<file path="src/rtl/tune_cmd_pkg.sv">
// rtl/tune_cmd_pkg.sv - shared constants and state encoding for the tuning command responder
//
// Purpose: frame byte values, command codes, payload length and the FSM
// state type shared by tune_cmd_rx and its testbench-visible behaviour.
package tune_cmd_pkg;

  localparam logic [7:0] SYNC_BYTE      = 8'hA5;
  localparam logic [7:0] ACK_BYTE       = 8'h06;
  localparam logic [7:0] NAK_BYTE       = 8'h15;

  localparam logic [7:0] CMD_SET_PHASE  = 8'h01;
  localparam logic [7:0] CMD_SET_DECIM  = 8'h02;
  localparam logic [7:0] CMD_READ_PHASE = 8'h03;

  localparam int PAYLOAD_BYTES = 8;

  typedef enum logic [2:0] {
    ST_IDLE,
    ST_GET_CMD,
    ST_GET_PAY,
    ST_GET_CSUM,
    ST_EXEC,
    ST_TX_WAIT,
    ST_TX_SEND
  } state_e;

  // States in which a frame is partially received and the inter-byte
  // timeout must be running.
  function automatic logic is_rx_state(input state_e s);
    return (s == ST_GET_CMD) || (s == ST_GET_PAY) || (s == ST_GET_CSUM);
  endfunction

endpackage

</file>
<file path="src/rtl/tune_cmd_rx_byte_timeout_ctr.sv">
// rtl/tune_cmd_rx_byte_timeout_ctr.sv - restartable inter-byte timeout down-counter
//
// Purpose: counts clk cycles since the last received byte while enabled and
// flags expiry after TIMEOUT_CLKS cycles without a restart.
// Ports:
//   clk       in   rising-edge clock
//   rst_n     in   synchronous active-low reset
//   i_en      in   counter runs only while high; reloads while low
//   i_restart in   reload the counter (a byte arrived)
//   o_expire  out  high while enabled and the count has run out
module byte_timeout_ctr #(
  parameter int unsigned TIMEOUT_CLKS = 133000
) (
  input  logic clk,
  input  logic rst_n,
  input  logic i_en,
  input  logic i_restart,
  output logic o_expire
);

  localparam int unsigned CW = $clog2(TIMEOUT_CLKS + 1);
  localparam logic [CW-1:0] LOAD = CW'(TIMEOUT_CLKS - 1);

  logic [CW-1:0] cnt_q, cnt_d;

  always_comb begin
    cnt_d = cnt_q;
    if (!i_en || i_restart) begin
      cnt_d = LOAD;
    end else if (cnt_q != '0) begin
      cnt_d = cnt_q - CW'(1);
    end
  end

  always_ff @(posedge clk) begin
    if (!rst_n) begin
      cnt_q <= LOAD;
    end else begin
      cnt_q <= cnt_d;
    end
  end

  // Expiry ignores i_restart, so a byte landing on the expiry cycle loses.
  assign o_expire = i_en && (cnt_q == '0);

endmodule

</file>
<file path="src/rtl/tune_cmd_rx.sv">
// rtl/tune_cmd_rx.sv - framed UART command responder for NCO tuning word and CIC decimation
//
// Purpose: parses SYNC/CMD/8-byte payload/CSUM frames from uart_rx, updates
// the NCO phase increment or CIC decimation ratio, and replies ACK/NAK (plus
// readback data) through the uart_tx strobe handshake.
// Ports:
//   clk          in   osc_clk, rising edge
//   rst_n        in   synchronous active-low reset
//   i_rx_dv      in   one-cycle valid strobe from uart_rx
//   i_rx_byte    in   received byte
//   i_tx_active  in   uart_tx busy
//   o_tx_dv      out  one-cycle strobe to uart_tx
//   o_tx_byte    out  byte to send, held until the next strobe
//   o_phase_inc  out  NCO phase increment
//   o_decim      out  CIC decimation ratio
//   o_update     out  one-cycle pulse coinciding with a new register value
//   o_busy       out  high whenever a frame or reply is in progress
module tune_cmd_rx
  import tune_cmd_pkg::*;
#(
  parameter logic [63:0] DEFAULT_PHASE_INC = 64'd138697310208,
  parameter logic [15:0] DEFAULT_DECIM     = 16'd2048,
  parameter int unsigned TIMEOUT_CLKS      = 133000
) (
  input  logic        clk,
  input  logic        rst_n,
  input  logic        i_rx_dv,
  input  logic [7:0]  i_rx_byte,
  input  logic        i_tx_active,
  output logic        o_tx_dv,
  output logic [7:0]  o_tx_byte,
  output logic [63:0] o_phase_inc,
  output logic [15:0] o_decim,
  output logic        o_update,
  output logic        o_busy
);

  localparam logic [2:0] LAST_PAY_IDX = 3'(PAYLOAD_BYTES - 1);

  state_e       state_q, state_d;
  logic [7:0]   cmd_q, cmd_d;
  logic [7:0]   csum_q, csum_d;
  logic [2:0]   idx_q, idx_d;
  logic [63:0]  shreg_q, shreg_d;
  logic         csum_ok_q, csum_ok_d;
  logic [63:0]  phase_q, phase_d;
  logic [15:0]  decim_q, decim_d;
  logic         update_q, update_d;
  logic         tx_dv_q, tx_dv_d;
  logic [7:0]   tx_byte_q, tx_byte_d;
  logic [71:0]  reply_q, reply_d;
  logic [3:0]   tx_left_q, tx_left_d;
  logic         tx_skip_q, tx_skip_d;

  logic         expire;
  logic         cmd_known;

  byte_timeout_ctr #(
    .TIMEOUT_CLKS(TIMEOUT_CLKS)
  ) u_timeout (
    .clk       (clk),
    .rst_n     (rst_n),
    .i_en      (is_rx_state(state_q)),
    .i_restart (i_rx_dv),
    .o_expire  (expire)
  );

  assign cmd_known = (cmd_q == CMD_SET_PHASE) || (cmd_q == CMD_SET_DECIM) ||
                     (cmd_q == CMD_READ_PHASE);

  always_comb begin
    state_d   = state_q;
    cmd_d     = cmd_q;
    csum_d    = csum_q;
    idx_d     = idx_q;
    shreg_d   = shreg_q;
    csum_ok_d = csum_ok_q;
    phase_d   = phase_q;
    decim_d   = decim_q;
    update_d  = 1'b0;
    tx_dv_d   = 1'b0;
    tx_byte_d = tx_byte_q;
    reply_d   = reply_q;
    tx_left_d = tx_left_q;
    tx_skip_d = tx_skip_q;

    case (state_q)
      ST_IDLE: begin
        if (i_rx_dv && (i_rx_byte == SYNC_BYTE)) begin
          state_d = ST_GET_CMD;
        end
      end

      ST_GET_CMD: begin
        if (expire) begin
          state_d = ST_IDLE;
        end else if (i_rx_dv) begin
          cmd_d   = i_rx_byte;
          csum_d  = i_rx_byte;
          idx_d   = '0;
          state_d = ST_GET_PAY;
        end
      end

      ST_GET_PAY: begin
        if (expire) begin
          state_d = ST_IDLE;
        end else if (i_rx_dv) begin
          // Big-endian payload: first byte ends up in the top octet.
          shreg_d = {shreg_q[55:0], i_rx_byte};
          csum_d  = csum_q ^ i_rx_byte;
          idx_d   = idx_q + 3'd1;
          if (idx_q == LAST_PAY_IDX) begin
            state_d = ST_GET_CSUM;
          end
        end
      end

      ST_GET_CSUM: begin
        if (expire) begin
          state_d = ST_IDLE;
        end else if (i_rx_dv) begin
          csum_ok_d = (i_rx_byte == csum_q);
          state_d   = ST_EXEC;
        end
      end

      ST_EXEC: begin
        tx_skip_d = 1'b0;
        tx_left_d = 4'd1;
        reply_d   = {NAK_BYTE, 64'h0};
        if (csum_ok_q && cmd_known) begin
          reply_d = {ACK_BYTE, 64'h0};
          if (cmd_q == CMD_SET_PHASE) begin
            phase_d  = shreg_q;
            update_d = 1'b1;
          end else if (cmd_q == CMD_SET_DECIM) begin
            decim_d  = shreg_q[15:0];
            update_d = 1'b1;
          end else begin
            reply_d   = {ACK_BYTE, phase_q};
            tx_left_d = 4'd9;
          end
        end
        state_d = ST_TX_WAIT;
      end

      ST_TX_WAIT: begin
        // uart_tx raises its busy flag a cycle after our strobe, so the
        // first cycle after each strobe cannot trust i_tx_active.
        if (tx_skip_q) begin
          tx_skip_d = 1'b0;
        end else if (!i_tx_active) begin
          tx_byte_d = reply_q[71:64];
          reply_d   = {reply_q[63:0], 8'h00};
          tx_left_d = tx_left_q - 4'd1;
          tx_dv_d   = 1'b1;
          state_d   = ST_TX_SEND;
        end
      end

      ST_TX_SEND: begin
        if (tx_left_q != 4'd0) begin
          tx_skip_d = 1'b1;
          state_d   = ST_TX_WAIT;
        end else begin
          state_d = ST_IDLE;
        end
      end

      default: begin
        state_d = ST_IDLE;
      end
    endcase
  end

  always_ff @(posedge clk) begin
    if (!rst_n) begin
      state_q   <= ST_IDLE;
      cmd_q     <= '0;
      csum_q    <= '0;
      idx_q     <= '0;
      shreg_q   <= '0;
      csum_ok_q <= 1'b0;
      phase_q   <= DEFAULT_PHASE_INC;
      decim_q   <= DEFAULT_DECIM;
      update_q  <= 1'b0;
      tx_dv_q   <= 1'b0;
      tx_byte_q <= '0;
      reply_q   <= '0;
      tx_left_q <= '0;
      tx_skip_q <= 1'b0;
    end else begin
      state_q   <= state_d;
      cmd_q     <= cmd_d;
      csum_q    <= csum_d;
      idx_q     <= idx_d;
      shreg_q   <= shreg_d;
      csum_ok_q <= csum_ok_d;
      phase_q   <= phase_d;
      decim_q   <= decim_d;
      update_q  <= update_d;
      tx_dv_q   <= tx_dv_d;
      tx_byte_q <= tx_byte_d;
      reply_q   <= reply_d;
      tx_left_q <= tx_left_d;
      tx_skip_q <= tx_skip_d;
    end
  end

  assign o_tx_dv     = tx_dv_q;
  assign o_tx_byte   = tx_byte_q;
  assign o_phase_inc = phase_q;
  assign o_decim     = decim_q;
  assign o_update    = update_q;
  assign o_busy      = (state_q != ST_IDLE);

endmodule

</file>
<file path="config.mk">
export PLATFORM = sky130hd
export DESIGN_NAME = tune_cmd_rx
export DESIGN_NICKNAME = d
export VERILOG_FILES = /design/src/rtl/tune_cmd_pkg.sv /design/src/rtl/tune_cmd_rx_byte_timeout_ctr.sv /design/src/rtl/tune_cmd_rx.sv
export SDC_FILE = /design/constraint.sdc
export NUM_CORES = 1
export LEC_CHECK = 0
export CORE_UTILIZATION = 50
export DETAILED_ROUTE_END_ITERATION = 7
export PLACE_DENSITY = 0.74
export SETUP_SLACK_MARGIN = 0.4
export SLEW_MARGIN = 20
export SYNTH_ARGS = -nofsm -noshare
export SYNTH_HDL_FRONTEND = slang
export SYNTH_HIERARCHICAL = 1
export SYNTH_SLANG_ARGS = --single-unit
</file>
<file path="constraint.sdc">
create_clock -name clk -period 2.2 [get_ports clk]
set_input_delay 0.44 -clock clk [delete_from_list [all_inputs] [get_ports clk]]
set_output_delay 0.44 -clock clk [all_outputs]
set_load 0.02 [all_outputs]
</file>
==> reports/metrics.yaml <==
status: "finished, violations left"
violations: "design-rule violations"
synth.area.top_cells: "dfxtp_1 (48%), nand2_1 (8.6%), a221oi_2 (6.6%)"
ys_seq_area_frac: 0.480
hold_path.class: "in2reg"
crit_path_max_fanout: 8
synthesis.nets: 1303
synth_common_cells: "dfxtp_1 (272), nand2_1 (260), nand3_1 (137)"
fin_crit_sh: 0.961
ys_warn_count: 6
final_cells: 1727
yosys.cell_count.top_type: "dfxtp_1"
drc: 9
synth_top_area_share: 0.480
clock-skew-final_ns: 0.0156
track_usage: 0.276
cts-root-buf: "clkbuf_16"
ir_drop_v: 0.000691
diodes: 0
antenna_left: 0
pwr_density_cell_nw_per_um2: 786
grt_max_degree: 98
synthToLayoutAreaGrowth_pct: 38.4
p_leak_nw: 6.49
drv_cap: 0
synth_ff_type: "dfxtp_1"
layout-drive-gt1-share: 0.276
synth.largest_area_cell: "dfxtp_1"
cts_max_level: 1
grt.overflow.total: 0
numCtsBuffers: 28
clk_pin_slew_ns: 0.07
maxSlewViolCount: 0
fmax_mhz: 473
wire_per_inst_um: 20.8
setup_tns_ns: 0
synth_area_um2: 11300
drtPass1Iterations: 8
synth-edff-count: 0
path_class: "reg2reg"
gp_congestion: 0.826
synth_async_sr_flop_share: 0
cts_hold_buf: 0
synth.ff_latch_count: 272
slew_headroom: 0.622
endpoint_kind: "register"
grt_pass1_wl_mm: 52.2
cts.sinks: 272
portBuffers: 102
ys_types: 67
viasPerCell: 6.14
syn_avg_cell_area_um2: 8.81
placed_cells: 1613
setup_viol: 0
die_h_um: 153
start_util: 0.515
postRouteWirelength_mm: 36.0
crit_required_ns: 2.63
vias: 10600
clk_latency_ns: 0.55
dieArea_um2: 23300
report.final.hold_viol_count: 0
period_minus_slack_ns: 2.11
syn_inst: 1287
antenna_found_initial: 0
num_io_pins: 103
rows: 54
crit_arrival_ns: 2.55
dpl.hpwl_mm: 18.3
tritoncts: "done"
grt_pass1_vias: 9590
finalNetCount: 1442
cts_buffer_depth: 3
dieWidth_um: 153
fp.coreArea_um2: 22000
rsz0062_at_grt: "yes"
worstMarginPinSlew_ns: 0.564
start_kind: "register"
first_iter_violations: 1088
[routing by layer]
metal  wire length, um  vias to the layer above  share of wire  global-route usage
met4              1450                        0          0.040               0.120
met1             14800                     5133           0.41               0.371
li1                  -                     4848              -                   -
met3              2520                      124          0.070              0.0350
met5                 0                        -              0                   0
met2             17200                      506           0.48               0.446
[state kept, by name, indices dropped and copies added, names as in the netlist, 8 cells and up]
register / cells
cmd_q: 8
csum_q: 8
o_decim: 16
o_phase_inc: 64
o_tx_byte: 8
reply_q: 72
shreg_q: 64
u_timeout/cnt_q: 18
[final timing paths]
path                       from     endpoint  slack, ns  cells after the start
max          u_timeout/cnt_q[1]     cmd_q[1]       0.09                     10
min                       rst_n    csum_ok_q       0.27                      3
max reg2reg  u_timeout/cnt_q[1]     cmd_q[1]       0.09                     10
min reg2reg         shreg_q[58]  shreg_q[58]       0.46                      2
[worst max-delay path, cell delays in order, from the launching register on]
cell and delay, ns:
dfxtp_2 0.34, inv_2 0.05, ha_4 0.15, nor2b_4 0.12, and3_4 0.16, and3_4 0.17
or3_4 0.40, nor2_4 0.11, buf_12 0.15, mux2i_1 0.27, nor2b_1 0.08
[metrics by stage]
step	hold slack [ns]	power [mW]	instance area, um^2	worst slack, ns	util
4_1_cts	0.238	11.9	14800	0.127	0.671
3_3_place_gp	0.437	6.36	12900	0.0406	0.586
2_1_floorplan	0.431	6.02	11500	0.0549	-
5_1_grt	0.266	12.7	15700	-0.0142	0.713
6_report	0.267	12.3	15700	0.0853	0.713
3_5_place_dp	0.445	6.38	12900	-0.00928	0.586
[logic make-up (layout without fill, tap and decap cells)]
family                     after synthesis  count (layout)  synth area share
adders and majority gates                4               4           0.00441
muxes                                   11              11           0.00971
AOI/OAI and AO/OA                      312             312             0.223
xor gates and xnor gates                 8               8           0.00618
buffers and inverters                  115             273            0.0493
DFF                                    272             272             0.480
and+or+nand+nor                        565             567             0.227
[final cells by class]
class	instances	area, um^2
sequential	272	5470
tap	280	350
clock inverter	11	166
inverter	7	26.3
fill	1485	6330
clock buffer	40	837
multi-input combinational	902	6210
timing repair buffer	215	2640
[power breakdown]
part / switching, mW / internal, mW
Combinational: 0.981 / 1.03
Sequential: 0.143 / 5.04
Clock: 2.04 / 3.11
Total: 3.16 / 9.18
[timing repair]
item / 4_1_cts / 5_1_grt
setup endpoints to repair: 209 / 218
pin swaps: 37 / 42
gates resized for setup: 202 / 156
cloned: 15 / 6
buffers inserted: 26 / 16
[cell usage in the layout (no fill, tap or decap), types with 16 or more instances in the layout]
cell type,count
nand2_4,51
dlygate4sd2_1,84
o21ai_0,101
nand2_2,28
dfxtp_1,265
buf_6,16
buf_12,32
a21boi_1,32
clkbuf_16,33
nand2_1,181
nand3_1,137
nor2_1,80
a221oi_2,50
a21boi_2,40
nor2b_1,17
buf_4,44
Power figures use the tool's default switching activity.
